$ cat src/rtl/demux_1_n_stream.sv
// demux_1_n_stream: registered 1-to-OUTPUTS stream demultiplexer.
// One input word is steered to the channel picked by in_sel. Each channel
// has a one-entry holding slot, so a stalled consumer only blocks words
// aimed at its own channel.
// Optional feature macro: DEMUX_ERR_CNT_EN adds a saturating 16-bit count
// of accepted words whose in_sel is out of range (err_count port).
module demux_1_n_stream #(
  parameter  int N       = 32,
  parameter  int OUTPUTS = 4,
  localparam int SEL_W   = $clog2(OUTPUTS)
) (
  input  logic                 clk,
  input  logic                 rst,
  input  logic [N-1:0]         in_data,
  input  logic [SEL_W-1:0]     in_sel,
  input  logic                 in_valid,
  output logic                 in_ready,
  output logic [OUTPUTS*N-1:0] out_data,
  output logic [OUTPUTS-1:0]   out_valid,
  input  logic [OUTPUTS-1:0]   out_ready
`ifdef DEMUX_ERR_CNT_EN
  ,
  output logic [15:0]          err_count
`endif
);

  typedef enum logic {
    EMPTY = 1'b0,
    FULL  = 1'b1
  } slot_state_t;

  logic [OUTPUTS-1:0] sel_hit;    // one-hot decode of in_sel, all-zero if out of range
  logic [OUTPUTS-1:0] slot_free;  // slot can take a word this cycle
  logic               sel_valid;
  logic               load;

  // Decode the select and the per-slot acceptance condition. Comparing
  // against each index avoids a constant range check when OUTPUTS is 2^SEL_W.
  generate
    for (genvar gi = 0; gi < OUTPUTS; gi++) begin : g_decode
      assign sel_hit[gi]   = (in_sel == SEL_W'(gi));
      assign slot_free[gi] = !out_valid[gi] | out_ready[gi];
    end
  endgenerate

  assign sel_valid = |sel_hit;
  // Out-of-range selects are always accepted and discarded.
  assign in_ready  = sel_valid ? |(sel_hit & slot_free) : 1'b1;
  assign load      = in_valid & in_ready;

  // One holding slot per channel. A load wins over a drain, which gives
  // back-to-back throughput when the consumer drains every cycle.
  generate
    for (genvar gi = 0; gi < OUTPUTS; gi++) begin : g_slot
      slot_state_t state_reg;
      logic [N-1:0] data_reg;

      // Per-slot EMPTY/FULL state machine with its data register.
      always_ff @(posedge clk or posedge rst) begin
        if (rst) begin
          state_reg <= EMPTY;
          data_reg  <= '0;
        end else begin
          case (state_reg)
            EMPTY: begin
              if (load && sel_hit[gi]) begin
                state_reg <= FULL;
                data_reg  <= in_data;
              end
            end
            FULL: begin
              if (load && sel_hit[gi]) begin
                data_reg <= in_data;
              end else if (out_ready[gi]) begin
                state_reg <= EMPTY;
              end
            end
            default: state_reg <= EMPTY;
          endcase
        end
      end

      assign out_valid[gi]         = (state_reg == FULL);
      assign out_data[gi*N +: N]   = data_reg;
    end
  endgenerate

`ifdef DEMUX_ERR_CNT_EN
  logic [15:0] err_count_reg;

  // Count accepted out-of-range words, saturating at all-ones.
  always_ff @(posedge clk or posedge rst) begin
    if (rst) begin
      err_count_reg <= '0;
    end else if (in_valid && !sel_valid && (err_count_reg != 16'hFFFF)) begin
      err_count_reg <= err_count_reg + 16'd1;
    end
  end

  assign err_count = err_count_reg;
`endif

endmodule

$ cat config.mk
export PLATFORM = sky130hd
export DESIGN_NAME = demux_1_n_stream
export DESIGN_NICKNAME = d
export VERILOG_FILES = /design/src/rtl/demux_1_n_stream.sv
export SDC_FILE = /design/constraint.sdc
export NUM_CORES = 1
export LEC_CHECK = 0
export ABC_AREA = 1
export ABC_CLOCK_PERIOD_IN_PS = 6100
export BUFFER_PORTS_ARGS = -buffer_cell sky130_fd_sc_hd__buf_2
export CAP_MARGIN = 15
export CORE_UTILIZATION = 50
export CTS_BUF_LIST = sky130_fd_sc_hd__clkbuf_8
export DETAILED_ROUTE_END_ITERATION = 16
export PLACE_DENSITY_LB_ADDON = 0.12
export SLEW_MARGIN = 20
export SYNTH_ARGS = -nofsm -noshare
export SYNTH_HDL_FRONTEND = slang
export SYNTH_SLANG_ARGS = --single-unit
$ cat constraint.sdc
create_clock -name clk -period 6.1 [get_ports clk]
set_input_delay 1.525 -clock clk [delete_from_list [all_inputs] [get_ports clk]]
set_output_delay 1.525 -clock clk [all_outputs]
set_load 0.02 [all_outputs]
==> results.md, run 1 <==
- Run status: finished, final reports clean
- Final net count: 789
- Initial DRT Pass Iterations: 5
- Post-CTS setup buffers: 0
- Core ar.: 0.0108 mm²
- Syn nets: 647
- Adder-cell share of the synthesized area: 0%
- Clk sinks: 132
- Total track usage: 27.3%
- Total grt overflow: 0
- Detail Placement HPWL: 9.27 mm
- Worst-path clk slew: 0.07 ns
- Vias in the first global route: 4,584
- Worst-Margin Slew: 0.945 ns
- Largest register FFs: 128
- Die W: 107 µm
- Final count of hold timing violations: 0
- Synth warn: 0
- Total power: 2580 µW
- Largest family of logic cells by synthesized area: simple AND/OR/NAND/NOR gates
- Placer Congestion: 0.764
- Unrepaired setup endpoints after global routing: false
- Die area: 0.0115 mm²
- Fmax: 224 MHz
- Max Slew Vio Count: 0
- Mapped cell area: 0.00554 mm²
- Initial Util: 51.3%
- Finish-stage setup viols: 0
- Top-area cell type share of the netlist area: 59.7%
- Via Count: 4,919
- Commonest non-fill, non-tap cell in the layout: nand2_1
- Crit end category: output pin
- Hold_buf cts: 0
- Slowest cell on crit path: buf_4
- CP required: 4.58 ns
- CP peak stage delay: 0.37 ns
- Clk root buf: clkbuf_8
- Vias per std cell: 5.47
- Latest clock arrival within the worst-skew pair: 0.44 ns
- Ports: 174
- Setup WS pre-CTS: 1.64 ns
- Initial antenna violation count: 0
- Largest net degree at the start of global routing: 104
- Synth Area in Compound Gates: 0%
- HP Class: reg2reg
- Power per cell area: 383 mW/mm²
- TritonCTS clock tree: built
- Maximum vdd drop: 179 µV
- Crit-path cells: buf_2, inv_2, nor2_4, buf_4, nand2_1, nand2_1, inv_2, nand2_4, buf_2
- Yosys cell types: 14
- Crit-path max FO: 34
- Post-route ant nets: 0
- Diode count: 0
- Input/output buffers: 173
- Rows: 38
- Worst relative slew slack: 37.0%
- Sequential cell area fraction in the yosys report: 59.7%
- H-tree depth: 4
- Setup TNS: 0 ns
- WL/cell: 16.6 µm
- First-pass GRT wire length: 23.9 mm
- Post-synthesis register bit count: 132
- Fillers: 950
- TritonCTS buffer count: 17
- Critical path class: in2out
- Post-CTS sizing: 0
- Final Critical Period: 4.47 ns
- Max Root-Sink Buffers: 2
- Post-synthesis xor/xnor area fraction: 0%
- Final setup margin: 1.63 ns
- Data arrival time of the critical path: 2.94 ns
- Clock Skew: 0.00952 ns
- WL final: 15.0 mm
- Synthesized area per cell: 9.14 µm²
- Max-Cap Viols: 0
- Leak: 0.00382 µW
- Ranking of synthesized cells by area: dfrtp_1 (60%), nand2_1 (18%), nand4_1 (14%)
- Tcrit/Tclk final: 73.2%
- Cell count after synthesis: 606
- Post-synth top area cell: dfrtp_1
- Initial DRC count: 328
- Post-synthesis mux area share: 0%
- Synthesis-to-finish area growth: 21.4%
- Share of cells above drive strength 1: 29.3%
- CP Launch Type: primary input
- Die Y: 107 µm
- Post-synthesis simple-gate area fraction: 34.3%
- Most frequent cells in the layout: nand2_1 (271), buf_2 (172), dfrtp_1 (132)
- Residual DRC: 0
[cell usage after synthesis (all sizes together)]
master	count
nor2	3
inv	10
nand4	128
buf	33
nand3	4
clkbuf	24
nand2	272
dfrtp	132
[worst max-delay path, delay by kind of cell]
| kind | cells | cell delay (ns) |
|---|---|---|
| simple gates | 4 | 0.52 |
| buf+inv | 5 | 0.88 |
[final timing paths]
| path | depth (start not counted) | to | startpoint | slack (ns) |
|---|---|---|---|---|
| max in group asynchronous | 3 | g_slot[1].data_reg[2]$_DFFE_PP0P_ | rst | 3.70 |
| min in group asynchronous | 2 | g_slot[3].data_reg[30]$_DFFE_PP0P_ | rst | 1.20 |
| min reg2reg | 2 | g_slot[3].data_reg[31]$_DFFE_PP0P_ | g_slot[3].data_reg[31]$_DFFE_PP0P_ | 0.47 |
| max | 9 | in_ready | in_sel[1] | 1.63 |
| max reg2reg | 8 | g_slot[1].data_reg[20]$_DFFE_PP0P_ | g_slot[3].state_reg$_DFF_PP0_ | 3.88 |
| min | 2 | g_slot[3].data_reg[31]$_DFFE_PP0P_ | g_slot[3].data_reg[31]$_DFFE_PP0P_ | 0.47 |
[routing by layer]
layer | part of all wire, % | global-route usage (%)
met1 | 45 | 38.2
met2 | 47 | 41.7
met3 | 7.0 | 6.57
met4 | 1.6 | 9.39
met5 | 0 | 0
[cells by family (layout without fill, tap and decap cells)]
kind of cell	count (synthesis)	in the layout
buffers and inverters	67	221
AND/OR/NAND/NOR	407	407
flip-flops	132	132
[stage by stage]
| stage | instances | hold slack (ns) | instance area (µm²) | util, % |
|---|---|---|---|---|
| 6_report | 900 | 0.467 | 6720 | 62.3 |
| 5_1_grt | 900 | 0.486 | 6720 | 62.3 |
| 4_1_cts | 900 | 0.470 | 6720 | 62.3 |
| 3_5_place_dp | 869 | 0.453 | 6340 | 58.8 |
| 3_3_place_gp | 869 | 0.449 | 6340 | 58.8 |
| 2_1_floorplan | 606 | 0.469 | 5540 | - |
[area by class of cell]
type	count	area [µm²]	area share, %
inverters	10	42.5	0.633
clock inverters	12	115	1.71
multi-input cells	407	1900	28.3
well taps	140	175	2.61
repair buffers	180	921	13.7
flip-flops and latches	132	3300	49.1
clock buffers	19	262	3.89
[power breakdown]
| part | switching [µW] | internal (µW) |
|---|---|---|
| Combinational | 502 | 214 |
| Sequential | 100 | 1060 |
| Clock | 329 | 375 |
Note: power is estimated with default switching activity, not from simulation.
==> run 2, diff against run 1 <==
Settings changed: ABC_AREA 1 to 0, ABC_CLOCK_PERIOD_IN_PS 6100 to 3800, CORE_UTILIZATION 50 to 47.
Clock period 6.1 ns to 3.8 ns, I/O delays scaled along.
==> run 2 against run 1 <==
  * Critical path depth decreased by 5
  * First-iteration DRC count shrank 70%
  * Final cell count shrank 30%
  * Final area is 4.4% lower
  * Non-clock buffer count unchanged
  * Flip-flop and latch count unchanged
  * Count of clock-buffer cells in the layout up 1
  * Die area is 3.2% lower
  * Combinational power is 52% higher
  * Setup slack lost 0.65 ns
  * Global-route usage decreased by 6.7 points
  * Critical endpoint unchanged
  * Largest cell class unchanged
  * Largest power group unchanged
==> results.md, run 2 <==
- Run status: finished, final reports clean
- Hold_buf cts: 0 (unchanged)
- Placer Congestion: 0.718 (-6.0%)
- Largest register FFs: 128 (unchanged)
- Switching power: 1310 µW (+41%)
- Post-synth top cells: dfrtp_1 (132), mux2_2 (124), buf_6 (9)
- Clk root buf: clkbuf_8
- TritonCTS buffer count: 17 (unchanged)
- Syn nets: 338 (-48%)
- Setup WS pre-CTS: 0.981 ns (-0.660 ns)
- R2R depth: 3 (-5)
- Initial DRT Pass Iterations: 4 (-1)
- Crit end category: output pin
- Initial DRC count: 97 (-70%)
- Die area: 0.0111 mm² (-3.2%)
- Via Count: 3,104 (-37%)
- Most common cell in the netlist: dfrtp_1
- Worst relative slew slack: 40.8% (+3.8 points)
- Worst-Margin Slew: 0.888 ns (-0.0565 ns)
- WL final: 10.6 mm (-29%)
- Seq pwr share: 44.1% (-0.8 points)
- WL/cell: 16.9 µm (+1.8%)
- Top-area cell type share of the netlist area: 65.6% (+6.0 points)
- Net Sw Frac: 31.6% (-4.5 points)
- Commonest non-fill, non-tap cell in the layout: buf_2
- TritonCTS clock tree: built
- Crit-path cells: buf_2, nand2b_1, mux4_2, buf_2
- CP peak stage delay: 0.48 ns (+0.11 ns)
- Max Slew Vio Count: 0 (unchanged)
- Share of cells above drive strength 1: 69.8% (+40 points)
- Slowest cell on crit path: mux4_2
- Post-synth EDFFs: 0 (unchanged)
- Vias per std cell: 4.96 (-9.3%)
- Vias in the first global route: 3,313 (-28%)
- Crit-path max FO: 3 (-91%)
- Unrepaired setup endpoints after global routing: false
- Ports: 174 (unchanged)
- Mapped cell area: 0.00503 mm² (-9.1%)
- Final net count: 518 (-34%)
- Post-synth top area cell: dfrtp_1
- Fmax: 355 MHz
- Core ar.: 0.0104 mm² (-3.9%)
- Final count of hold timing violations: 0 (unchanged)
- Post-CTS sizing: 0 (unchanged)
- Total track usage: 20.5% (-6.7 points)
- Max-Cap Viols: 0 (unchanged)
- Total grt overflow: 0 (unchanged)
- Synthesis-to-finish area growth: 27.7%
- Data arrival time of the critical path: 1.86 ns (-1.08 ns)
- CP most frequent cell: buf_2
- Ranking of synthesized cells by area: dfrtp_1 (66%), mux2_2 (28%), buf_6 (2.0%)
- Leak: 0.00308 µW (-19%)
- First-pass GRT wire length: 17.1 mm (-28%)
- Die W: 105 µm (-1.6%)
- H-tree depth: 4 (unchanged)
- Clock power frac: 29.6% (+2.3 points)
- Final setup margin: 0.987 ns (-0.648 ns)
- Critical path class: in2out
- CP required: 2.85 ns (-1.73 ns)
- Diode count: 0 (unchanged)
- Synth warn: 0 (unchanged)
- Comb power frac: 26.3% (-1.5 points)
- Pint: 2840 µW (+73%)
- Tcrit/Tclk final: 74.0%
- Largest net degree at the start of global routing: 61 (-41%)
- Synthesized area per cell: 16.9 µm² (+86%)
- Max Root-Sink Buffers: 2 (unchanged)
- Input/output buffers: 173 (unchanged)
- Worst-path clk slew: 0.07 ns (about the same)
- Fillers: 833 (-12%)
- Initial antenna violation count: 0 (unchanged)
- Residual DRC: 0 (unchanged)
- Cell count after synthesis: 297 (-51%)
- Power per cell area: 646 mW/mm² (+69%)
- Clk sinks: 132 (unchanged)
- HP Class: reg2reg
- Post-synthesis register bit count: 132 (unchanged)
- Rows: 37 (-2.6%)
- Die Y: 105 µm (-1.6%)
- Latest clock arrival within the worst-skew pair: 0.42 ns (-0.02 ns)
- Hold Crit Depth: 1 (-1)
- Synth Flop Type: dfrtp_1
- Asr flop ratio synth: 100% (unchanged)
- CP Launch Type: primary input
- Initial Util: 48.5% (-2.8 points)
- Yosys cell types: 18 (+4)
- Finish-stage setup viols: 0 (unchanged)
- Final Critical Period: 2.81 ns
- Sequential cell area fraction in the yosys report: 65.6% (+6.0 points)
- Maximum vdd drop: 320 µV (+79%)
- Post-CTS setup buffers: 0 (unchanged)
- Most frequent cells in the layout: buf_2 (173), dfrtp_1 (132), mux2_2 (124)
- Setup TNS: 0 ns (unchanged)
- Post-route ant nets: 0 (unchanged)
- Clock Skew: 0.00780 ns (-0.00172 ns)
- Detail Placement HPWL: 7.32 mm (-21%)
[run 2: changes by cell type in the layout (fill, tap and decap cells not counted), moves of 4 or more]
cell      change
nand2b_1      +4
inv_1         -6
nand4_1     -128
nand2_1     -266
nand3_2       -4
mux2_1        +4
mux2_2      +124
inv_2         -5
[run 2: power by group through the flow]
stage	clock [µW]	sequential (µW)	combinational, µW
floorplan	0	2220	326
global route	1320	1870	1160
CTS	1260	1830	1110
global placement	0	1840	1090
finish	1230	1830	1090
detailed placement	0	1860	1110
[run 2: critical path, delay by kind of cell]
| kind | cells | cell delay (ns) |
|---|---|---|
| multiplexers | 1 | 0.48 |
| AND/OR/NAND/NOR | 1 | 0.16 |
| buffers and inverters | 2 | 0.28 |
[run 2: cell type report]
| class | count | area (µm²) | area share, % |
|---|---|---|---|
| Clock buffer | 20 | 275 | 4.28 |
| Tap cell | 136 | 170 | 2.65 |
| Multi-Input combinational cell | 145 | 1570 | 24.5 |
| Clock inverter | 12 | 154 | 2.39 |
| Sequential cell | 132 | 3300 | 51.4 |
| Inverter | 1 | 7.51 | 0.117 |
| Timing Repair Buffer | 180 | 943 | 14.7 |
[run 2: worst paths after layout]
path	from	slack (ns)	endpoint
worst max-delay path	out_ready[3]	0.99	in_ready
worst min-delay path	g_slot[3].data_reg[18]$_DFFE_PP0P_	0.48	g_slot[3].data_reg[18]$_DFFE_PP0P_
worst max register to register	g_slot[1].state_reg$_DFF_PP0_	1.93	g_slot[1].data_reg[5]$_DFFE_PP0P_
worst min register to register	g_slot[3].data_reg[18]$_DFFE_PP0P_	0.48	g_slot[3].data_reg[18]$_DFFE_PP0P_
max in group asynchronous	rst	2.31	g_slot[0].data_reg[16]$_DFFE_PP0P_
min in group asynchronous	rst	0.64	g_slot[2].data_reg[18]$_DFFE_PP0P_
[run 2: per-stage QoR]
step	hold slack, ns	area (µm²)	total power [µW]	utilization (%)	cells
final	0.484	6430	4150	62.0	626
after detailed placement	0.469	6000	2970	57.8	594
after CTS	0.487	6430	4210	62.0	626
after global routing	0.500	6430	4350	62.0	626
after floorplan	0.474	5040	2550	-	297
after global placement	0.461	6000	2930	57.8	594
[run 2: kinds of logic (layout without fill, tap and decap cells)]
logic type      after synthesis  in the layout  synth area share (%)
simple gates                 15             15                  1.91
mux                         129            129                  29.1
buf+inv                      20            213                  3.28
flops                       132            132                  65.6
compound gates                1              1                0.0993
[run 2: per-layer routing]
metal / GRT usage, % / wire length (µm)
met1: 24.7 / 4310
met5: 0 / 0
met4: 8.05 / 163
met2: 34.1 / 5400
met3: 6.93 / 733
==> run 3, diff against run 2 <==
Settings changed: ABC_CLOCK_PERIOD_IN_PS 3800 to 2900, CORE_UTILIZATION 47 to 50.
Clock period 3.8 ns to 2.9 ns, I/O delays scaled along.
==> run 3 against run 2 <==
  * Non-clock buffer count increased by 3
  * Setup slack lost 0.49 ns
  * Die area decreased by 5.9%
  * First-iteration DRC count is 43% lower
  * Final area grew 1.0%
  * Utilization increased by 4.5 points
  * Critical path depth unchanged
  * Register-to-register slack got worse by 0.68 ns
  * Clock skew about the same
  * Final cell count unchanged
  * Critical path type unchanged
  * Critical endpoint unchanged
  * Largest cell class unchanged
  * Highest routed layer unchanged
==> results.md, run 3 (synthesis gave the netlist of run 2 again) <==
- Setup TNS: 0 ns (unchanged)
- Diode count: 0 (unchanged)
- Net Sw Frac: 31.4% (-0.26 points)
- Critical path class: in2out
- CP Launch Type: primary input
- Final count of hold timing violations: 0 (unchanged)
- Max Root-Sink Buffers: 2 (unchanged)
- Fillers: 783 (-6.0%)
- Pint: 3810 µW (+34%)
- Clock power frac: 30.8% (+1.2 points)
- Die Y: 102 µm (-3.0%)
- Worst relative slew slack: 58.2% (+17 points)
- TritonCTS clock tree: built
- Final Critical Period: 2.40 ns
- Input/output buffers: 173 (unchanged)
- Maximum vdd drop: 504 µV (+58%)
- Latest clock arrival within the worst-skew pair: 0.42 ns (about the same)
- Post-CTS setup buffers: 0 (unchanged)
- Total grt overflow: 0 (unchanged)
- Total track usage: 21.6% (+1.1 points)
- Share of cells above drive strength 1: 70.0% (+0.18 points)
- Largest net degree at the start of global routing: 37 (-39%)
- Post-CTS sizing: 0 (unchanged)
- Die area: 0.0105 mm² (-5.9%)
- RR Endpoint: g_slot[1].data_reg[8]$_DFFE_PP0P_
- Total power: 5560 µW (+34%)
- Worst-path clk slew: 0.07 ns (about the same)
- Uppermost layer routed: met4
- Seq pwr share: 43.2% (-0.9 points)
- Unrepaired setup endpoints after global routing: false
- Clock Skew: 0.00818 ns (+0.000379 ns)
- Final net count: 521 (+0.58%)
- Initial DRT Pass Iterations: 5 (+1)
- Data arrival time of the critical path: 1.67 ns (-0.19 ns)
- Rows: 36 (-2.7%)
- Most frequent cells in the layout: buf_2 (173), dfrtp_1 (132), mux2_2 (124)
- Fmax: 417 MHz
- Switching power: 1740 µW (+33%)
- R2R Setup Slk: 1.25 ns (-0.68 ns)
- WL final: 10.6 mm (about the same)
- Met3 wire length: 566 µm (-23%)
- Die W: 102 µm (-3.0%)
- Vias per std cell: 5.00 (+0.77%)
- Initial antenna violation count: 0 (unchanged)
- Placer Congestion: 0.735 (+2.4%)
- HP Class: in2async
- Via Count: 3,128 (+0.77%)
- Synthesis-to-finish area growth: 29.0%
- Crit-path max FO: 3 (unchanged)
- Post-route ant nets: 0 (unchanged)
- CP startpoint: out_ready[0]
- Commonest non-fill, non-tap cell in the layout: buf_2
- Metal1 wirelength: 4.52 mm (+5.1%)
- Residual DRC: 0 (unchanged)
- Finish-stage setup viols: 0 (unchanged)
- Comb power frac: 25.9% (-0.4 points)
- WL/cell: 16.9 µm (about the same)
- CP required: 2.17 ns (-0.68 ns)
- Met2 routed WL: 5.33 mm (-1.3%)
- Max-Cap Viols: 0 (unchanged)
- H-tree depth: 4 (unchanged)
- Detail Placement HPWL: 7.45 mm (+1.8%)
- Vias in the first global route: 3,165 (-4.5%)
- Leak: 0.00311 µW (+0.87%)
- Crit end category: output pin
- Tcrit/Tclk final: 82.7%
- Core ar.: 0.00977 mm² (-5.7%)
- Initial DRC count: 55 (-43%)
- R2R depth: 4 (+1)
- Hold_buf cts: 0 (unchanged)
- First-pass GRT wire length: 16.6 mm (-2.8%)
- Ports: 174 (unchanged)
- Worst r2r src: g_slot[1].state_reg$_DFF_PP0_
- Initial Util: 51.5% (+3.0 points)
- CP endpoint: in_ready
- Max Slew Vio Count: 0 (unchanged)
- Clk sinks: 132 (unchanged)
- Largest register FFs: 128 (unchanged)
- TritonCTS buffer count: 17 (unchanged)
- Run status: finished, final reports clean
- Clk root buf: clkbuf_8
- Power per cell area: 856 mW/mm² (+32%)
- Worst-Margin Slew: 0.626 ns (-0.262 ns)
[run 3: cell count changes in the layout (fill, tap and decap cells not counted)]
cell,previous run,this run
buf_12,2,4
inv_6,0,1
clkinv_4,3,0
clkinvlp_4,4,6
buf_4,5,6
clkinv_2,3,2
bufinv_16,3,4
[run 3: routing by layer]
metal	vias to the layer above	global-route usage, %
li1	1411	-
met1	1603	26.9
met2	100	35.0
met3	14	5.81
met4	0	10.7
met5	-	0
[run 3: layout make-up]
type                            instances  area (µm²)  share of cell area (%)
Tap cell                              133         166                    2.56
Sequential cell                       132        3300                    50.9
Clock inverter                         12         176                    2.72
Clock buffer                           20         275                    4.24
Multi-Input combinational cell        145        1570                    24.2
Timing Repair Buffer                  183         991                    15.3
Inverter                                1        7.51                   0.116
[run 3: stage by stage]
| step | utilization, % | area, µm² | setup slack (ns) | instances | hold slack [ns] |
|---|---|---|---|---|---|
| 4_1_cts | 66.4 | 6490 | 0.504 | 626 | 0.381 |
| 2_1_floorplan | - | 5040 | 0.538 | 297 | 0.474 |
| 3_5_place_dp | 61.8 | 6040 | 0.510 | 594 | 0.474 |
| 3_3_place_gp | 61.8 | 6040 | 0.516 | 594 | 0.463 |
| 6_report | 66.4 | 6490 | 0.501 | 626 | 0.384 |
| 5_1_grt | 66.4 | 6490 | 0.477 | 626 | 0.419 |
[run 3: power by group through the flow]
stage	Sequential (µW)	Clock [µW]	Combinational [µW]
finish	2400	1710	1440
global route	2460	1830	1540
CTS	2410	1750	1460
detailed placement	2440	0	1460
global placement	2420	0	1430
floorplan	2910	0	427
[run 3: how the worst min path moves through the flow]
stage	cells past startpoint	to	slack, ns
6_report	2	g_slot[0].data_reg[20]$_DFFE_PP0P_	0.38
5_1_grt	2	g_slot[3].data_reg[18]$_DFFE_PP0P_	0.42
4_1_cts	2	g_slot[1].data_reg[23]$_DFFE_PP0P_	0.38
3_5_place_dp	1	g_slot[2].data_reg[25]$_DFFE_PP0P_	0.47
3_3_place_gp	1	g_slot[2].data_reg[0]$_DFFE_PP0P_	0.46
2_1_floorplan	2	g_slot[3].state_reg$_DFF_PP0_	0.47
[run 3: critical path, stage by stage]
cell and delay, ns:
buf_2 0.09, nand2b_1 0.20, mux4_2 0.48, buf_2 0.18
